**src/rtl/if_id_buffer_if.sv**
```systemverilog
// IF -> IF/ID buffer -> ID bus: fetched word handshake in, decoded head entry out.
interface if_id_buffer_if;
    localparam int unsigned DATA_W  = 16;
    localparam int unsigned FIELD_W = 4;

    logic [DATA_W-1:0]  inPC4;
    logic [DATA_W-1:0]  inInstruction;
    logic               inValid;
    logic               inReady;
    logic               flush;
    logic               stall;
    logic               outValid;
    logic [DATA_W-1:0]  outPC4;
    logic [DATA_W-1:0]  outInstruction;
    logic [FIELD_W-1:0] outOpcode;
    logic [FIELD_W-1:0] outRs;
    logic [FIELD_W-1:0] outRt;
    logic [FIELD_W-1:0] outRd;
    logic [DATA_W-1:0]  outImm;
    logic [DATA_W-1:0]  stallCount;

    // Environment side: fetch stage plus ID / hazard control.
    modport master (
        output inPC4, inInstruction, inValid, flush, stall,
        input  inReady, outValid, outPC4, outInstruction,
        input  outOpcode, outRs, outRt, outRd, outImm, stallCount
    );

    // Buffer side.
    modport slave (
        input  inPC4, inInstruction, inValid, flush, stall,
        output inReady, outValid, outPC4, outInstruction,
        output outOpcode, outRs, outRt, outRd, outImm, stallCount
    );
endinterface

```
**src/rtl/if_id_buffer.sv**
```systemverilog
// IF/ID pipeline buffer: main entry plus one skid entry, flushable, with
// pre-split instruction fields and a saturating stall-cycle counter.
module if_id_buffer (
    input  logic            clock,
    input  logic            reset,
    if_id_buffer_if.slave   bus
);
    localparam int unsigned DATA_W = 16;

    typedef enum logic [1:0] {
        ST_EMPTY = 2'd0,
        ST_ONE   = 2'd1,
        ST_FULL  = 2'd2
    } state_t;

    state_t              r_state;
    state_t              w_next_state;
    logic                r_out_valid;
    logic                r_in_ready;
    logic [DATA_W-1:0]   r_main_pc4;
    logic [DATA_W-1:0]   r_main_instr;
    logic [DATA_W-1:0]   r_skid_pc4;
    logic [DATA_W-1:0]   r_skid_instr;
    logic [DATA_W-1:0]   r_stall_count;
    logic                w_take;
    logic                w_acc;
    logic                w_load_main_in;
    logic                w_load_main_skid;
    logic                w_load_skid;

    assign w_take = r_out_valid && !bus.stall;
    assign w_acc  = bus.inValid && r_in_ready;

    // Occupancy register; the valid/ready flags are registered decodes of the next state.
    always_ff @(posedge clock) begin
        if (reset) begin
            r_state     <= ST_EMPTY;
            r_out_valid <= 1'b0;
            r_in_ready  <= 1'b1;
        end else begin
            r_state     <= w_next_state;
            r_out_valid <= (w_next_state != ST_EMPTY);
            r_in_ready  <= (w_next_state != ST_FULL);
        end
    end

    // Next occupancy and entry-load strobes; flush discards everything, including the offered word.
    always_comb begin
        w_next_state     = r_state;
        w_load_main_in   = 1'b0;
        w_load_main_skid = 1'b0;
        w_load_skid      = 1'b0;
        if (bus.flush) begin
            w_next_state = ST_EMPTY;
        end else begin
            case (r_state)
                ST_EMPTY: begin
                    if (w_acc) begin
                        w_next_state   = ST_ONE;
                        w_load_main_in = 1'b1;
                    end
                end
                ST_ONE: begin
                    if (w_take) begin
                        w_next_state   = w_acc ? ST_ONE : ST_EMPTY;
                        w_load_main_in = w_acc;
                    end else if (w_acc) begin
                        w_next_state = ST_FULL;
                        w_load_skid  = 1'b1;
                    end
                end
                ST_FULL: begin
                    if (w_take) begin
                        w_next_state     = ST_ONE;
                        w_load_main_skid = 1'b1;
                    end
                end
                default: w_next_state = ST_EMPTY;
            endcase
        end
    end

    // Main and skid data registers.
    always_ff @(posedge clock) begin
        if (reset) begin
            r_main_pc4   <= '0;
            r_main_instr <= '0;
            r_skid_pc4   <= '0;
            r_skid_instr <= '0;
        end else begin
            if (w_load_main_skid) begin
                r_main_pc4   <= r_skid_pc4;
                r_main_instr <= r_skid_instr;
            end else if (w_load_main_in) begin
                r_main_pc4   <= bus.inPC4;
                r_main_instr <= bus.inInstruction;
            end
            if (w_load_skid) begin
                r_skid_pc4   <= bus.inPC4;
                r_skid_instr <= bus.inInstruction;
            end
        end
    end

    // Saturating count of cycles where a valid head is held by a stall.
    always_ff @(posedge clock) begin
        if (reset) begin
            r_stall_count <= '0;
        end else if (r_out_valid && bus.stall && (r_stall_count != {DATA_W{1'b1}})) begin
            r_stall_count <= r_stall_count + DATA_W'(1);
        end
    end

    assign bus.inReady        = r_in_ready;
    assign bus.outValid       = r_out_valid;
    assign bus.outPC4         = r_main_pc4;
    assign bus.outInstruction = r_main_instr;
    assign bus.outOpcode      = r_main_instr[15:12];
    assign bus.outRs          = r_main_instr[11:8];
    assign bus.outRt          = r_main_instr[7:4];
    assign bus.outRd          = r_main_instr[3:0];
    assign bus.outImm         = {{12{r_main_instr[3]}}, r_main_instr[3:0]};
    assign bus.stallCount     = r_stall_count;
endmodule

```
**src/flat_wrapper.sv**
```systemverilog
// flat-port wrapper written by rule: the top's interface ports become plain ports
module if_id_buffer_flat 
  (clock, reset, bus_inPC4, bus_inInstruction, bus_inValid, bus_flush, bus_stall, bus_inReady, bus_outValid, bus_outPC4, bus_outInstruction, bus_outOpcode, bus_outRs, bus_outRt, bus_outRd, bus_outImm, bus_stallCount);
  if_id_buffer_if bus_i ();
  input  logic clock;
  input  logic reset;
  input wire logic [$bits(bus_i.inPC4)-1:0] bus_inPC4;
  input wire logic [$bits(bus_i.inInstruction)-1:0] bus_inInstruction;
  input wire logic [$bits(bus_i.inValid)-1:0] bus_inValid;
  input wire logic [$bits(bus_i.flush)-1:0] bus_flush;
  input wire logic [$bits(bus_i.stall)-1:0] bus_stall;
  output wire logic [$bits(bus_i.inReady)-1:0] bus_inReady;
  output wire logic [$bits(bus_i.outValid)-1:0] bus_outValid;
  output wire logic [$bits(bus_i.outPC4)-1:0] bus_outPC4;
  output wire logic [$bits(bus_i.outInstruction)-1:0] bus_outInstruction;
  output wire logic [$bits(bus_i.outOpcode)-1:0] bus_outOpcode;
  output wire logic [$bits(bus_i.outRs)-1:0] bus_outRs;
  output wire logic [$bits(bus_i.outRt)-1:0] bus_outRt;
  output wire logic [$bits(bus_i.outRd)-1:0] bus_outRd;
  output wire logic [$bits(bus_i.outImm)-1:0] bus_outImm;
  output wire logic [$bits(bus_i.stallCount)-1:0] bus_stallCount;
  assign bus_i.inPC4 = bus_inPC4;
  assign bus_i.inInstruction = bus_inInstruction;
  assign bus_i.inValid = bus_inValid;
  assign bus_i.flush = bus_flush;
  assign bus_i.stall = bus_stall;
  assign bus_inReady = bus_i.inReady;
  assign bus_outValid = bus_i.outValid;
  assign bus_outPC4 = bus_i.outPC4;
  assign bus_outInstruction = bus_i.outInstruction;
  assign bus_outOpcode = bus_i.outOpcode;
  assign bus_outRs = bus_i.outRs;
  assign bus_outRt = bus_i.outRt;
  assign bus_outRd = bus_i.outRd;
  assign bus_outImm = bus_i.outImm;
  assign bus_stallCount = bus_i.stallCount;
  if_id_buffer u_core (.clock(clock), .reset(reset), .bus(bus_i));
endmodule
```
**config.mk**
```make
export PLATFORM = sky130hd
export DESIGN_NAME = if_id_buffer_flat
export DESIGN_NICKNAME = d
export VERILOG_FILES = /design/src/rtl/if_id_buffer_if.sv /design/src/rtl/if_id_buffer.sv /design/src/flat_wrapper.sv
export SDC_FILE = /design/constraint.sdc
export NUM_CORES = 1
export LEC_CHECK = 0
export ABC_AREA = 1
export CORE_MARGIN = 2
export CORE_UTILIZATION = 51
export DETAILED_ROUTE_END_ITERATION = 12
export HOLD_SLACK_MARGIN = 0.06
export PLACE_DENSITY = 0.9
export SLEW_MARGIN = 20
export SYNTH_ARGS = -nofsm -noshare
export SYNTH_HDL_FRONTEND = slang
export SYNTH_SLANG_ARGS = --single-unit
```
**constraint.sdc**
```tcl
create_clock -name clock -period 4 [get_ports clock]
set_clock_uncertainty 0.1 [all_clocks]
set_input_delay 0.6 -clock clock [delete_from_list [all_inputs] [get_ports clock]]
set_output_delay 0.6 -clock clock [all_outputs]
set_load 0.02 [all_outputs]
```
==> impl_metrics.ini <==
[run_status]
status = completed

[cts]
root_buffer = clkbuf_8
numCtsBuffers = 9
htree_levels = 3
max-clock-path-buffers = 2
cts_tree = built
clock_sinks = 84
cts_setup_buffers = 0
path_clk_slew_ns = 0.08
clkLatencyLatePin_ns = 0.34
post_cts_resized = 0
cts_hold_buffers = 0

[routing]
detail-route-antenna-nets = 0
wl_per_cell_um = 13.03
wl_um = 9499
vias_per_cell = 5.180
route.detailed.drc = 0
first_pass_iters = 5
vias = 3776
drt-initial-drc-count = 200

[sta]
finalCriticalPeriod_ns = 2.468
worst_pin_slew_ns = 1.011
grt_setup_unrepaired = false
slew-limit-headroom = 0.3222
finalCritPeriodShare = 0.6169
slew_violations = 0
hold_viol = 0
setup_viol = 0
holdWs_ns = 0.3524
setup_tns_ns = 0
maxClockFrequency_mhz = 405.3

[power_and_ir_drop]
power.leakage_nw = 1.859
power.density_nw_per_um2 = 353.5
ir_drop_mv = 0.1656

[final_layout]
drive_above_1_share = 0.07337
mostFrequentLayoutCells = nand2_1, clkdlybuf4s50_1, dfxtp_1
area_growth_pct = 28.42
n_antenna_cell = 0
fillers = 626
seqCellArea_um2 = 1682
multiInputGateArea_um2 = 1685
final_common_cell = nand2_1
layout.nets = 661

[hold_path]
worstHoldStart = u_core.r_skid_instr[6]$_SDFFE_PP0P_
hp-class = reg -> reg

[critical_path]
cp.arrival_ns = 2.54
r2r-start = u_core.bus.outValid$_SDFF_PP0_
startpoint_type = input pin
cp_max_fo = 64
critPathKind = in -> reg
worst_setup_path_end_kind = register
crit_required_ns = 4.07
startpoint = bus_flush

[grt]
antenna_found_initial = 0
grt_max_degree = 65
grt.overflow.total = 0
first_global_vias = 3455
grt_pass1_wl_um = 15300
grtUsageTotal = 0.2220

[synth]
netlist_instances = 553
syn_nets = 591
syn_area_per_cell_um2 = 7.188
ys_seq_elements = 84
syn_area_um2 = 3975
ys_warn_count = 0
ys_types = 25
ys_seq_area_frac = 0.4230

[die]
start_util = 0.5198
rows = 32
dieWidth_um = 92.29
fp.coreArea_um2 = 7647
die-area_um2 = 8517
die_y_um = 92.29
io_pins = 119

[job]
cap_violations = 0

[place]
io_buffer_count = 118
gp_congestion = 0.7751
dp_hpwl_um = 6415
[report_power, final]
part	internal, W	total [W]	switching [W]
combinational	0.000119	0.000258	0.000139
clock	0.000369	0.000665	0.000297
sequential	0.000863	0.000882	0.0000182
[through the flow]
step | utilization | total power [W] | setup slack (ns) | cell area (um^2) | cells
2_1_floorplan | - | 0.001054 | 2.282 | 3975 | 553
3_3_place_gp | 0.6383 | 0.001150 | 1.430 | 4881 | 714
3_5_place_dp | 0.6383 | 0.001157 | 1.302 | 4881 | 714
4_1_cts | 0.6675 | 0.001812 | 1.611 | 5105 | 729
5_1_grt | 0.6675 | 0.001874 | 1.463 | 5105 | 729
6_report | 0.6675 | 0.001805 | 1.532 | 5105 | 729
[cells in the mapped netlist]
cell type / n / area, um^2
a21oi_2: 10 / 87.58
o21ai_1: 28 / 140.1
inv_1: 48 / 180.2
dfxtp_1: 84 / 1682
nor2_2: 5 / 31.28
o211ai_1: 1 / 7.510
buf_6: 5 / 56.30
a211oi_1: 1 / 7.510
o21ai_0: 39 / 195.2
xor2_1: 3 / 26.28
buf_2: 13 / 65.06
nand4_1: 6 / 37.54
nand2_2: 7 / 43.79
nand3_1: 12 / 60.06
nor2_4: 1 / 11.26
ha_1: 1 / 12.51
inv_2: 2 / 7.510
xnor2_1: 3 / 26.28
o21ai_2: 1 / 8.760
clkbuf_1: 7 / 26.28
a21oi_1: 67 / 335.3
buf_4: 37 / 277.8
a21o_1: 1 / 7.510
nand2_1: 146 / 548.0
nor2_1: 25 / 93.84
[state kept, by name (all words and copies together) (netlist names)]
register / flops
u_core.bus.stallCount: 16
u_core.bus.outInstruction: 16
u_core.bus.inReady: 1
u_core.bus.outValid: 1
u_core.r_skid_instr: 16
u_core.r_skid_pc4: 16
u_core.r_state: 2
u_core.bus.outPC4: 16
[worst max-delay path, cell delays in order]
cell and delay [ns]:
clkdlybuf4s50_1 0.47, nor2_1 0.14, nand3_1 0.11, inv_1 0.11
nand2_2 0.54, o21ai_1 0.43, a21oi_1 0.12
[cells by family (layout without fill, tap and decap cells)]
logic type,after synthesis,in the layout,share of synthesized area
flops,84,84,0.4230
buf+inv,112,186,0.1542
fa+ha+maj,1,1,0.003147
xor+xnor,6,6,0.01322
compound gates,148,148,0.1986
simple gates,202,202,0.2077
[worst paths after layout]
| kind | end | slack, ns | depth (start not counted) |
|---|---|---|---|
| worst max-delay path | u_core.r_skid_pc4[12]$_SDFFE_PP0P_ | 1.53 | 7 |
| worst min-delay path | u_core.r_skid_instr[6]$_SDFFE_PP0P_ | 0.35 | 2 |
| worst max register to register | u_core.r_skid_pc4[12]$_SDFFE_PP0P_ | 1.91 | 8 |
| worst min register to register | u_core.r_skid_instr[6]$_SDFFE_PP0P_ | 0.35 | 2 |
[cell type report]
class,count,share of cell area
multi-input combinational,357,0.3301
sequential,84,0.3294
timing repair buffer,121,0.2348
inverter,50,0.03676
clock buffer,10,0.02696
tap,102,0.02500
clock inverter,5,0.01691
[layer usage]
metal	wire, um	vias up	global-route usage
met3	596	9	0.04684
met1	4107	1743	0.2729
li1	-	1881	-
met4	110	0	0.08085
met5	0	-	0
met2	4685	143	0.3830
(Power assumes the default switching activity.)
